File: config.mk
export PLATFORM = sky130hd
export DESIGN_NAME = drap_ifetch
export DESIGN_NICKNAME = d
export VERILOG_FILES = /design/src/rtl/drap_pkg.sv /design/src/rtl/drap_skid_fifo.sv /design/src/rtl/drap_ifetch.sv
export SDC_FILE = /design/constraint.sdc
export NUM_CORES = 1
export LEC_CHECK = 0
export CORE_MARGIN = 2
export CORE_UTILIZATION = 30
export DETAILED_ROUTE_END_ITERATION = 6
export PLACE_DENSITY = 0.59
export SETUP_SLACK_MARGIN = 0.4
export SKIP_CTS_REPAIR_TIMING = 1
export SYNTH_ARGS = -nofsm -noshare
export SYNTH_HDL_FRONTEND = slang
export SYNTH_SLANG_ARGS = --single-unit
File: constraint.sdc
create_clock -name clk -period 3.3 [get_ports clk]
set_clock_uncertainty 0.05 [all_clocks]
set_input_delay 0.66 -clock clk [delete_from_list [all_inputs] [get_ports clk]]
set_output_delay 0.66 -clock clk [all_outputs]
set_load 0.01 [all_outputs]
File: src/rtl/drap_pkg.sv
// Shared widths, constants and the fetch-entry type for the DRAP instruction fetch path.
package drap_pkg;

    localparam int unsigned ADDR_W = 7;
    localparam int unsigned DATA_W = 32;

    localparam logic [ADDR_W-1:0] PC_STEP  = ADDR_W'(4);
    localparam logic [ADDR_W-1:0] RESET_PC = 7'h00;

    typedef struct packed {
        logic [ADDR_W-1:0] pc;
        logic [DATA_W-1:0] word;
    } fetch_entry_t;

    function automatic logic [ADDR_W-1:0] word_align(input logic [ADDR_W-1:0] addr);
        return {addr[ADDR_W-1:2], 2'b00};
    endfunction

endpackage

File: src/rtl/drap_skid_fifo.sv
// Small skid FIFO of {pc, word} fetch entries; the head is presented directly from registered storage.
module drap_skid_fifo
    import drap_pkg::*;
#(
    parameter int unsigned DEPTH = 2,
    localparam int unsigned PTR_W = (DEPTH > 1) ? $clog2(DEPTH) : 1,
    localparam int unsigned CNT_W = $clog2(DEPTH + 1)
) (
    input  logic              clk,
    input  logic              rst_n,
    input  logic              flush,
    input  logic              push,
    input  logic [ADDR_W-1:0] push_pc,
    input  logic [DATA_W-1:0] push_word,
    input  logic              pop,
    output logic              head_valid,
    output logic [ADDR_W-1:0] head_pc,
    output logic [DATA_W-1:0] head_word,
    output logic [CNT_W-1:0]  count
);

    fetch_entry_t     mem_q [DEPTH];
    fetch_entry_t     mem_d [DEPTH];
    logic [PTR_W-1:0] rd_ptr_q, rd_ptr_d;
    logic [PTR_W-1:0] wr_ptr_q, wr_ptr_d;
    logic [CNT_W-1:0] count_q, count_d;

    function automatic logic [PTR_W-1:0] ptr_inc(input logic [PTR_W-1:0] ptr);
        return (32'(ptr) == DEPTH - 1) ? '0 : ptr + PTR_W'(1);
    endfunction

    always_comb begin
        mem_d    = mem_q;
        rd_ptr_d = rd_ptr_q;
        wr_ptr_d = wr_ptr_q;
        count_d  = count_q;
        if (flush) begin
            rd_ptr_d = '0;
            wr_ptr_d = '0;
            count_d  = '0;
        end else begin
            if (push) begin
                mem_d[wr_ptr_q] = '{pc: push_pc, word: push_word};
                wr_ptr_d        = ptr_inc(wr_ptr_q);
            end
            if (pop) begin
                rd_ptr_d = ptr_inc(rd_ptr_q);
            end
            if (push && !pop) begin
                count_d = count_q + CNT_W'(1);
            end else if (!push && pop) begin
                count_d = count_q - CNT_W'(1);
            end
        end
    end

    always_ff @(posedge clk or negedge rst_n) begin
        if (!rst_n) begin
            for (int unsigned i = 0; i < DEPTH; i++) begin
                mem_q[i] <= '0;
            end
            rd_ptr_q <= '0;
            wr_ptr_q <= '0;
            count_q  <= '0;
        end else begin
            mem_q    <= mem_d;
            rd_ptr_q <= rd_ptr_d;
            wr_ptr_q <= wr_ptr_d;
            count_q  <= count_d;
        end
    end

    assign head_valid = (count_q != '0);
    assign head_pc    = mem_q[rd_ptr_q].pc;
    assign head_word  = mem_q[rd_ptr_q].word;
    assign count      = count_q;

endmodule

File: src/rtl/drap_ifetch.sv
// DRAP instruction fetch: drives the ROM address, absorbs its one-cycle latency and feeds decode
// through a skid FIFO; handles sequential stepping and branch/jump redirect with flush.
module drap_ifetch
    import drap_pkg::*;
#(
    parameter int unsigned DEPTH = 2
) (
    input  logic              clk,
    input  logic              rst_n,
    output logic [ADDR_W-1:0] iROMaddr,
    input  logic [DATA_W-1:0] iROMdata,
    input  logic              redirect_valid,
    input  logic [ADDR_W-1:0] redirect_pc,
    output logic              instr_valid,
    input  logic              instr_ready,
    output logic [DATA_W-1:0] instr,
    output logic [ADDR_W-1:0] instr_pc
);

    localparam int unsigned CNT_W = $clog2(DEPTH + 1);
    localparam int unsigned OCC_W = CNT_W + 1;

    logic [ADDR_W-1:0] pc_q, pc_d;
    logic [ADDR_W-1:0] inflight_pc_q, inflight_pc_d;
    logic              inflight_q, inflight_d;
    logic [CNT_W-1:0]  fifo_count;
    logic [OCC_W-1:0]  occupancy;
    logic              pop;
    logic              push;
    logic              issue;

    // A new fetch is only issued when its returning word is guaranteed a FIFO slot,
    // so the ROM never needs to be stalled and no word is ever dropped except on redirect.
    always_comb begin
        iROMaddr      = redirect_valid ? word_align(redirect_pc) : pc_q;
        pop           = instr_valid & instr_ready;
        push          = inflight_q & ~redirect_valid;
        occupancy     = OCC_W'(fifo_count) + OCC_W'(inflight_q) - OCC_W'(pop);
        issue         = redirect_valid | (occupancy < OCC_W'(DEPTH));
        pc_d          = pc_q;
        inflight_pc_d = inflight_pc_q;
        inflight_d    = issue;
        if (issue) begin
            pc_d          = iROMaddr + PC_STEP;
            inflight_pc_d = iROMaddr;
        end
    end

    always_ff @(posedge clk or negedge rst_n) begin
        if (!rst_n) begin
            pc_q          <= RESET_PC;
            inflight_q    <= 1'b0;
            inflight_pc_q <= '0;
        end else begin
            pc_q          <= pc_d;
            inflight_q    <= inflight_d;
            inflight_pc_q <= inflight_pc_d;
        end
    end

    drap_skid_fifo #(
        .DEPTH(DEPTH)
    ) u_fifo (
        .clk       (clk),
        .rst_n     (rst_n),
        .flush     (redirect_valid),
        .push      (push),
        .push_pc   (inflight_pc_q),
        .push_word (iROMdata),
        .pop       (pop),
        .head_valid(instr_valid),
        .head_pc   (instr_pc),
        .head_word (instr),
        .count     (fifo_count)
    );

endmodule

### Word-level counts from Yosys, hierarchy flattened

Cells that the tools add are included.

| operators by class | value |
|---|---|
| $lt $le $gt $ge | 4 |
| multiplexer cells | 16 |
| bitwise logic cells | 6 |
| reductions and logical operators | 10 |
| add/subtract/negate cells | 7 |

Operators with widths:

| operator | number |
|---|---|
| two-way mux 39 bit | 4 |
| bitwise mux 78 bit | 1 |
| demux 39 bit (select 1 bit) | 1 |
| adder 7 x 3 -> 7 bit (second input constant) | 1 |
| two-way mux 7 bit | 1 |
| two-way mux 1 bit | 6 |
| two-way mux 2 bit | 3 |
| nonzero test 2 bit | 3 |
| >= comparator 2 bit (second input constant) | 2 |
| inverter 1 -> 2 bit | 2 |
| adder 2 x 1 -> 3 bit | 1 |
| logical AND 1 bit | 3 |
| < comparator 3 x 2 -> 1 bit (second input constant) | 1 |
| nonzero test 3 bit | 1 |
| subtractor 3 x 1 -> 3 bit | 1 |
| adder 1 bit (second input constant) | 2 |
| adder 2 x 1 -> 2 bit (second input constant) | 1 |
| AND 1 bit | 2 |
| logical NOT 1 bit | 2 |
| < comparator 2 x 1 -> 1 bit (second input constant) | 1 |
| AND reduction 2 bit | 1 |
| subtractor 2 x 1 -> 2 bit (second input constant) | 1 |
| inverter 1 bit | 1 |
| bitwise OR 1 bit | 1 |

| word-level totals | value |
|---|---|
| bits in registers | 97 |
| input bits | 43 |
| word-level logic and storage cells | 53 |
| output and inout port bits | 47 |

### Depth between registers and ports, before layout

Gate-level depths: netlist (run 1).

| depth | value |
|---|---|
| depth after elaboration | 7 |
| mapped depth | 8 |
| depth with buffers taken out | 8 |

### By module

A second synthesis (run 1) with hierarchy kept.

| second synthesis, totals | value |
|---|---|
| cells, all modules | 280 |
| area, all modules | 4,314.1 um^2 |

By module, submodules not included:

| module | sequential area each (um^2) | cells each | times used | area an instance (um^2) |
|---|---|---|---|---|
| drap_skid_fifo | 2,052.0 | 226 | 1 | 3,563.4 |
| drap_ifetch | 325.3 | 54 | 1 | 750.7 |

### Worst setup path before layout (run 1)

No wires, ideal clock.

| timing path | value |
|---|---|
| path kind | in2reg |
| from | input instr_ready |
| to | register inflight_pc_q[2] |
| data arrival time | 2.274 ns |
| path slack | 0.851 ns |
| setup time | 0.125 ns |
| buffers on the path | 0 |
| data required time | 3.125 ns |
| cell stages on the path | 7 |
| path through | o21a_1 > ha_1 > nor2b_1 > fa_1 > o21a_4 > inv_8 > mux2_4 |

| between the ends | value |
|---|---|
| word-level cells in the longest chain between the ends | 4 |

RTL lines:

| element | RTL line | text |
|---|---|---|
| from (decl) | drap_ifetch.sv:15 | `input logic instr_ready,` |
| AND 1 bit | drap_ifetch.sv:36 | `pop = instr_valid & instr_ready;` |
| subtractor 3 x 1 -> 3 bit | drap_ifetch.sv:38 | `occupancy = OCC_W'(fifo_count) + OCC_W'(inflight_q) - OCC_W'(pop);` |
| < comparator 3 x 2 -> 1 bit | drap_ifetch.sv:39 | `issue = redirect_valid \| (occupancy < OCC_W'(DEPTH));` |
| bitwise OR 1 bit | drap_ifetch.sv:39 |  |
| named net inflight_d | drap_ifetch.sv:25 | `logic inflight_q, inflight_d;` |
| to (signal assigned) | drap_ifetch.sv:57 | `inflight_pc_q <= inflight_pc_d;` |
| to (decl) | drap_ifetch.sv:24 | `logic [ADDR_W-1:0] inflight_pc_q, inflight_pc_d;` |

The timed path passes the listed nets, and every way through them passes these cells.
A chain may end at the register's enable or synchronous reset.

### Final worst setup path (run 1)

| timing path | value |
|---|---|
| from | register u_fifo.rd_ptr_q |
| to | output instr_pc[6] |

| between the ends | value |
|---|---|
| word-level cells in the longest chain between the ends | 4 |

RTL lines:

| element | RTL line | text |
|---|---|---|
| from (decl) | drap_skid_fifo.sv:24 | `logic [PTR_W-1:0] rd_ptr_q, rd_ptr_d;` |
| from (signal assigned) | drap_skid_fifo.sv:67 | `rd_ptr_q <= rd_ptr_d;` |
| inverter 1 -> 2 bit (implied by the code) | drap_skid_fifo.sv:74 | `assign head_pc = mem_q[rd_ptr_q].pc;` |
| two-way mux 39 bit (implied by the code) (3 in a row) | drap_skid_fifo.sv:74 |  |
| to (decl) | drap_ifetch.sv:17 | `output logic [ADDR_W-1:0] instr_pc` |

Every way passes these cells. The select of a mux whose other input is x is not followed.

==> impl_metrics.toml, run 1 <==
[die]
core_area_um2 = 14000
rows = 43
pin_count = 90
die_h_um = 124
initial_utilization_pct = 31.0
die-width_um = 124
die_area_um2 = 15400

[timing]
rsz0062_at_grt = "false"
tns_ns = 0
hold_viol_final = 0
finalCritPeriodShare_pct = 83.5
period_minus_slack_ns = 2.76
clock.fmax_mhz = 363
tightest_slew_ns = 0.662
relSlewSlack_pct = 55.8
finalMaxSlewViolations = 0
setup_viol = 0

[grt]
grt-ovfl-total = 0
first_global_vias = 2765
grt_pass1_wl_um = 14200
track_usage_pct = 12.3
antenna_found_initial = 0
grt_max_degree = 51

[synth]
yosysTopAreaCellShare_pct = 54.9
ys_types = 34
synthTopCellsByArea = "dfrtp_1, mux2_2, mux2_1"
ys_ff_latch = 95
syn_inst = 283
syn_area_um2 = 4330
synth.avg_cell_area_um2 = 15.3
ys_seq_area_share_pct = 54.9
synth_fp_nets = 329
synth.largest_area_cell = "dfrtp_1"
yosys_warnings = 0

[cells_and_area]
fin_cells = 558
fillCellCount = 1325
layout-drive-gt1-share_pct = 36.8
fin_nets = 419
final_util_pct = 40.8
synthToLayoutAreaGrowth_pct = 31.6
multi_input_area_um2 = 1810
n_antenna_cell = 0
regArea_um2 = 2380

[cts]
clkLatencyLatePin_ns = 0.34
root_buffer = "clkbuf_16"
path_clk_slew_ns = 0.06
cts_max_level = 3
cts_sinks = 95
cts_tree = "yes"
cts_buffers = 9
cts_buffer_depth = 2

[detailed_routing]
viasPerCell = 4.63
postRouteAntennaNets = 0
wl_um = 8640
vias = 2582
dr.pass1.iters = 3
drc_errors = 0
drt_first_iter_violations = 59
wirelength_met1_um = 3950
top_layer = "met4"
wl_per_cell_um = 15.5
wl_met3_um = 385
wl_met2_um = 4120

[placement]
gp_congestion = 0.696
dp.cells = 542
io_buffer_count = 87
hpwlAfterDp_um = 5720

[power_and_ir_drop]
p_per_area_nw_per_um2 = 933
vdd_drop_max_uv = 328
power_mw = 5.32
leakage_nw = 2.36

[worst_setup_path]
startpoint_type = "flip-flop"
r2r_end = "pc_q[3]"
reg2regPathDepth = 7
critPathRequiredTime_ns = 2.59
cp_top_family = "buffers and inverters"
criticalPathCategory = "flip-flop to primary output"
cp_data_arrival_time_ns = 2.05
max_stage_delay_ns = 0.56
slowest_stage = "dfrtp_2"
end_kind = "primary output"
r2r-start = "u_fifo.count[1]"
cp_max_fo = 29
startpoint = "u_fifo.rd_ptr_q"
ff2ff_setup_slack_ns = 0.86
crit_buf_inv = 2
path_cells = "buf_12 > mux2_2 > clkdlybuf4s50_1"

[hold_path]
hold_path_class = "input pin to asynchronous set/reset pin"

[job]
cap_violations = 0

[outcome]
status = "finished, final reports clean"
## routing by layer
metal	vias up	global-route usage (%)
met2	55	19.4
met4	0	6.32
met5	-	0
li1	1192	-
met1	1321	15.8
met3	14	2.98
## area by class of cell
type                    instances  area share (%)
flip-flops and latches         95            41.7
multi-input cells             168            31.8
repair buffers                 94            17.3
clock buffers                  16            4.76
well taps                     180            3.95
inverters                       5           0.461
## sequential cells by signal (all words and copies together), names as in the netlist
signal and cells:
u_fifo.mem_q 78, pc_q 7, inflight_pc_q 5, u_fifo.count 2
inflight_q 1, u_fifo.rd_ptr_q 1, u_fifo.wr_ptr_q 1
## Yosys cell counts (all sizes together)
master / number
a31oi: 2
o21a: 2
o211ai: 3
nor3b: 1
and4: 2
a21oi: 2
nor3: 1
o31ai: 2
a21o: 1
nand3b: 1
xnor2: 3
mux2: 129
dfrtp: 95
fa: 1
inv: 5
nand2b: 1
ha: 2
nor2: 2
buf: 15
a2111oi: 1
xor2: 1
nand3: 2
o21ai: 2
nand2: 2
nor2b: 5
## kinds of logic (layout without fill, tap and decap cells)
group | Yosys count | in the layout | synth area share, %
flip-flops | 95 | 95 | 54.9
adder cells (fa/ha/maj) | 3 | 3 | 1.04
XOR/XNOR | 4 | 4 | 0.982
buffers and inverters | 20 | 115 | 3.38
multiplexers | 129 | 129 | 34.3
AND/OR/NAND/NOR | 17 | 17 | 2.66
AO/OA/AOI/OAI | 15 | 15 | 2.74
## placed cells by master (no fill, tap or decap), types with 2 or more instances in the layout
cell               n
mux2_2           100
dfrtp_1           94
clkdlybuf4s50_1   85
mux2_1            20
mux2_4             9
clkbuf_16          9
nor2b_1            5
clkbuf_1           5
buf_12             5
inv_1              3
o211ai_1           3
buf_4              3
nand2_1            2
o21ai_0            2
a31oi_1            2
and4_4             2
o31ai_2            2
a21oi_1            2
xnor2_1            2
nor2_1             2
ha_1               2
clkbuf_8           2
## through the flow
step	hold slack, ns	worst slack (ns)	area (µm²)
global placement	0.413	0.227	5430
global route	0.348	0.447	5700
detailed placement	0.426	0.197	5430
floorplan	0.314	0.851	4330
CTS	0.321	0.254	5700
finish	0.303	0.543	5700
## power breakdown
group          leakage (nW)  switching (mW)  internal [mW]
clock                 0.131           0.412          0.554
sequential             1.14           0.300           1.72
combinational          1.10           0.847           1.49
## worst max-delay path by stage
| stage | end | cells after the start |
|---|---|---|
| 6_report | instr_pc[6] | 3 |
| 5_1_grt | instr_pc[6] | 3 |
| 4_1_cts | iROMaddr[4] | 3 |
| 3_5_place_dp | inflight_pc_q[6] | 8 |
| 3_3_place_gp | inflight_pc_q[6] | 8 |
| 2_1_floorplan | inflight_pc_q[2] | 7 |
Power figures use the tool's default switching activity.
==> run 2, diff against run 1 <==
--- a/config.mk
+++ b/config.mk
@@ -8,7 +8,7 @@
 export CORE_MARGIN = 2
 export CORE_UTILIZATION = 30
 export DETAILED_ROUTE_END_ITERATION = 6
-export PLACE_DENSITY = 0.59
+export PLACE_DENSITY = 0.6
 export SETUP_SLACK_MARGIN = 0.4
 export SKIP_CTS_REPAIR_TIMING = 1
 export SYNTH_ARGS = -nofsm -noshare
==> constraint.sdc (replaced) <==
create_clock -name clk -period 2.3 [get_ports clk]
set_clock_uncertainty 0.05 [all_clocks]
set_input_delay 0.46 -clock clk [delete_from_list [all_inputs] [get_ports clk]]
set_output_delay 0.46 -clock clk [all_outputs]
set_load 0.01 [all_outputs]
==> run 2 against run 1 <==
Compared with the run above:
- die area unchanged
- sequential power rose by 43%
- utilization up 4.4 points
- non-clock buffer count is 28 higher
- combinational power rose by 78%
- critical endpoint is now inflight_pc_q[6]
- largest cell class unchanged
==> impl_metrics.toml, run 2 (synthesis gave the netlist of run 1 again) <==
[outcome]
status = "finished, final reports clean"

[worst_setup_path]
path_cells = "o21a_1 > ha_1 > nor2b_2 > fa_2 > o21a_4 > inv_8 > mux2_4"
r2r_end = "inflight_pc_q[6]"
ff2ff_setup_slack_ns = 0.05
r2r-start = "u_fifo.count[1]"
end_kind = "flip-flop"
crit_buf_inv = 1
cp_top_family = "adder cells"
criticalPathCategory = "flip-flop to flip-flop"
critPathRequiredTime_ns = 2.48
startpoint_type = "flip-flop"
slowest_stage = "fa_2"
max_stage_delay_ns = 0.46
reg2regPathDepth = 7
cp_data_arrival_time_ns = 2.43
cp_max_fo = 8

[die]
die-width_um = 124
initial_utilization_pct = 31.0
rows = 43
pin_count = 90
die_h_um = 124
core_area_um2 = 14000
die_area_um2 = 15400

[timing]
finalCritPeriodShare_pct = 97.8
relSlewSlack_pct = 67.6
rsz0062_at_grt = "true"
clock.fmax_mhz = 444
tightest_slew_ns = 0.473
period_minus_slack_ns = 2.25
setup_viol = 0
hold_viol_final = 0
hold_ws_ns = 0.434
finalMaxSlewViolations = 0

[cells_and_area]
layout-drive-gt1-share_pct = 52.7
reg_top3 = "u_fifo.mem_q x78, pc_q x7, inflight_pc_q x5"
final_common_cell = "dfrtp_1"
fin_nets = 447
synthToLayoutAreaGrowth_pct = 45.8
fin_cells = 586
largest_reg_flops = 78
top_register = "u_fifo.mem_q"
n_antenna_cell = 0
mostFrequentLayoutCells = "dfrtp_1, mux2_2, mux2_4"

[cts]
cts_buffers = 9
cts_buffer_depth = 2
root_buffer = "clkbuf_16"
path_clk_slew_ns = 0.06
cts_max_level = 3
cts_tree = "yes"
clkLatencyLatePin_ns = 0.35
cts_sinks = 95

[detailed_routing]
dr.pass1.iters = 4
wl_um = 9490
drt_first_iter_violations = 63
drc_errors = 0
postRouteAntennaNets = 0
viasPerCell = 4.59
wl_per_cell_um = 16.2
vias = 2689

[power_and_ir_drop]
p_per_area_nw_per_um2 = 1370
p_sw_share_pct = 29.1
p_comb_share_pct = 48.1
power_mw = 8.66
pwr-share-seq_pct = 33.3
p_sw_mw = 2.52
leakage_nw = 2.89
internal-power_mw = 6.13
power_frac_clock_pct = 18.6
vdd_drop_max_uv = 564

[hold_path]
hold_path_class = "flip-flop to flip-flop"
hp-start = "u_fifo.mem_q[46]"
hold_end = "u_fifo.mem_q[46]"
hold_depth = 1

[job]
cap_violations = 0

[placement]
io_buffer_count = 87
dp.cells = 559
hpwlAfterDp_um = 5890
gp_congestion = 0.686

[grt]
antenna_found_initial = 0
first_global_vias = 2918
track_usage_pct = 12.2
grt_max_degree = 47
grt_pass1_wl_um = 14200
grt-ovfl-total = 0
-- run 2: cell type report --
| cell class | instances | area [µm²] |
|---|---|---|
| fillers | 1292 | 7670 |
| well taps | 180 | 225 |
| clock buffers | 10 | 239 |
| inverters | 5 | 26.3 |
| flip-flops and latches | 95 | 2380 |
| multi-input cells | 168 | 1970 |
| repair buffers | 122 | 1400 |
| clock inverters | 6 | 83.8 |
-- run 2: power groups by stage --
stage	Combinational (mW)	Sequential [mW]	Clock (mW)
6_report	4.17	2.88	1.61
5_1_grt	4.51	2.99	1.73
4_1_cts	3.65	2.85	1.67
3_5_place_dp	3.62	2.88	0
3_3_place_gp	3.58	2.82	0
2_1_floorplan	2.19	2.75	0
-- run 2: routing by layer --
metal | track usage [%] | up-vias | wire length (µm)
li1 | - | 1251 | -
met3 | 5.68 | 9 | 648
met1 | 14.1 | 1368 | 4190
met2 | 20.4 | 61 | 4550
met4 | 3.58 | 0 | 102
met5 | 0 | - | 0
-- run 2: how the worst max path moves through the flow --
stage / from / to / cells past startpoint
6_report: u_fifo.count[1] / inflight_pc_q[6] / 7
4_1_cts: redirect_valid / iROMaddr[2] / 3
5_1_grt: u_fifo.count[0] / inflight_pc_q[6] / 8
3_5_place_dp: instr_ready / inflight_pc_q[6] / 8
2_1_floorplan: u_fifo.count[1] / inflight_pc_q[2] / 7
3_3_place_gp: instr_ready / pc_q[3] / 8
-- run 2: worst register-to-register path: stages (launching register included) --
cell and delay [ns]:
dfrtp_1 0.38, o21a_1 0.20, ha_1 0.28, nor2b_2 0.12, fa_2 0.46, o21a_4 0.25
inv_8 0.09, mux2_4 0.29
-- run 2: stage by stage --
step           instance area [µm²]  TNS (ns)  utilization (%)  setup WS (ns)
3_5_place_dp                  5570     -7.88             39.8         -0.434
2_1_floorplan                 4340   -0.0335                -       -0.00478
6_report                      6310         0             45.1         0.0497
4_1_cts                       5900     -3.95             42.1         -0.234
5_1_grt                       6310   -0.0616             45.1        -0.0142
3_3_place_gp                  5570     -6.35             39.8         -0.413
==> run 3, diff against run 2 <==
--- a/config.mk
+++ b/config.mk
@@ -8,7 +8,8 @@
 export CORE_MARGIN = 2
 export CORE_UTILIZATION = 30
 export DETAILED_ROUTE_END_ITERATION = 6
-export PLACE_DENSITY = 0.6
+export DONT_BUFFER_PORTS = 1
+export PLACE_DENSITY = 0.52
 export SETUP_SLACK_MARGIN = 0.4
 export SKIP_CTS_REPAIR_TIMING = 1
 export SYNTH_ARGS = -nofsm -noshare
==> run 3 against run 2 <==
Compared with the run above:
- the run now ends with negative hold slack left
- sequential power is essentially flat
- sequential share of layout area increased by 9.0 points
- first-iteration DRC count is 33% higher
- fmax grew 0.33%
- register-to-register slack hardly changed
- cell count down 17%
- worst setup slack better by 0.0075 ns
- highest routed layer unchanged
==> impl_metrics.toml, run 3 (synthesis gave the netlist of run 1 again) <==
[timing]
setup_viol = 0
relSlewSlack_pct = 71.4
period_minus_slack_ns = 2.24
tightest_slew_ns = 0.419
hold_viol_final = 95
finalCritPeriodShare_pct = 97.5
hold_ws_ns = -0.239
clock.fmax_mhz = 446
rsz0062_at_grt = "true"
finalMaxSlewViolations = 0
tns_ns = 0

[cts]
root_buffer = "clkbuf_16"
cts_sinks = 95
cts_max_level = 3
cts_buffers = 9
path_clk_slew_ns = 0.06
cts_buffer_depth = 2
clkLatencyLatePin_ns = 0.34
cts_tree = "yes"

[placement]
io_buffer_count = 0
gp_congestion = 0.724
dp.cells = 461
placed_area_um2 = 4570
hpwlAfterDp_um = 5610

[worst_setup_path]
r2r_end = "pc_q[3]"
max_stage_delay_ns = 0.45
cp_data_arrival_time_ns = 2.42
cp_top_family = "adder cells"
path_cells = "o21a_1 > ha_1 > nor2b_2 > fa_2 > o21a_4 > inv_8 > mux2_4"
ff2ff_setup_slack_ns = 0.06
criticalPathCategory = "flip-flop to flip-flop"
slowest_stage = "fa_2"
reg2regPathDepth = 7
startpoint_type = "flip-flop"
r2r-start = "u_fifo.count[0]"
end_kind = "flip-flop"
critPathRequiredTime_ns = 2.48
crit_buf_inv = 1
startpoint = "u_fifo.count[0]"
cp_max_fo = 8

[power_and_ir_drop]
vdd_drop_max_uv = 530
p_per_area_nw_per_um2 = 1420
leakage_nw = 2.20

[detailed_routing]
drt_first_iter_violations = 84
drc_errors = 0
viasPerCell = 4.83
vias = 2340
wl_per_cell_um = 18.3
dr.pass1.iters = 4
postRouteAntennaNets = 0
wl_um = 8860

[cells_and_area]
final_common_cell = "dfrtp_1"
finish.instance_area_um2 = 5100
fillCellCount = 1343
top_register = "u_fifo.mem_q"
mostFrequentLayoutCells = "dfrtp_1, mux2_2, mux2_4"
fin_cells = 484
final_util_pct = 36.5
largest_reg_flops = 78
reg_top3 = "u_fifo.mem_q x78, pc_q x7, inflight_pc_q x5"
n_antenna_cell = 0
fin_nets = 347
synthToLayoutAreaGrowth_pct = 17.7
multi_input_area_um2 = 1920
regArea_um2 = 2380
layout-drive-gt1-share_pct = 51.0

[die]
die-width_um = 124
initial_utilization_pct = 31.0
die_h_um = 124
pin_count = 90
core_area_um2 = 14000
rows = 43
die_area_um2 = 15400

[grt]
grt_max_degree = 96
first_global_vias = 2456
grt_pass1_wl_um = 13200
antenna_found_initial = 0
grt-ovfl-total = 0
track_usage_pct = 11.7

[outcome]
status = "finished, violations left"
violations = "negative hold slack"

[hold_path]
hold_path_class = "input pin to asynchronous set/reset pin"

[job]
cap_violations = 0
==> run 3: changes by cell type in the layout (fill, tap and decap cells not counted), sizes merged <==
cell           previous run  this run
clkinv                    4         0
dlygate4sd3               1         0
buf                      70        20
clkdlybuf4s50            37         0
bufinv                    2         1
dlymetal6s2s              9         0
==> run 3: per-stage QoR <==
stage               power (mW)  setup WS [ns]
floorplan                 4.94       -0.00478
global placement          5.39         0.0335
detailed placement        5.50       -0.00850
CTS                       7.00        -0.0257
global route              7.71        -0.0213
finish                    7.23         0.0572
==> run 3: layout make-up <==
| class | instances | share of cell area (%) |
|---|---|---|
| Clock buffer | 13 | 4.91 |
| Clock inverter | 1 | 0.589 |
| Inverter | 5 | 0.515 |
| Multi-Input combinational cell | 168 | 37.7 |
| Sequential cell | 95 | 46.6 |
| Tap cell | 180 | 4.42 |
| Timing Repair Buffer | 22 | 5.27 |
==> run 3: how the worst max path moves through the flow <==
stage                             to  cells past startpoint
floorplan           inflight_pc_q[2]                      7
global placement    inflight_pc_q[6]                      7
detailed placement           pc_q[3]                      7
CTS                          pc_q[3]                      7
global route        inflight_pc_q[3]                      7
finish                       pc_q[3]                      7
==> run 3: where the power goes <==
group          switching, mW  total [mW]  leakage [nW]  internal (mW)
registers              0.409        2.88          1.14           2.47
logic                   1.21        2.90         0.925           1.69
clock network          0.589        1.45         0.136          0.862
total                   2.20        7.23          2.20           5.02
==> run 3: per-layer routing <==
layer	share of wire, %	up-vias	wire [µm]	track usage (%)
met2	47	50	4180	17.9
met5	0	-	0	0
met1	44	1224	3930	14.0
li1	-	1054	-	-
met4	2.1	0	188	6.32
met3	6.3	12	559	4.58
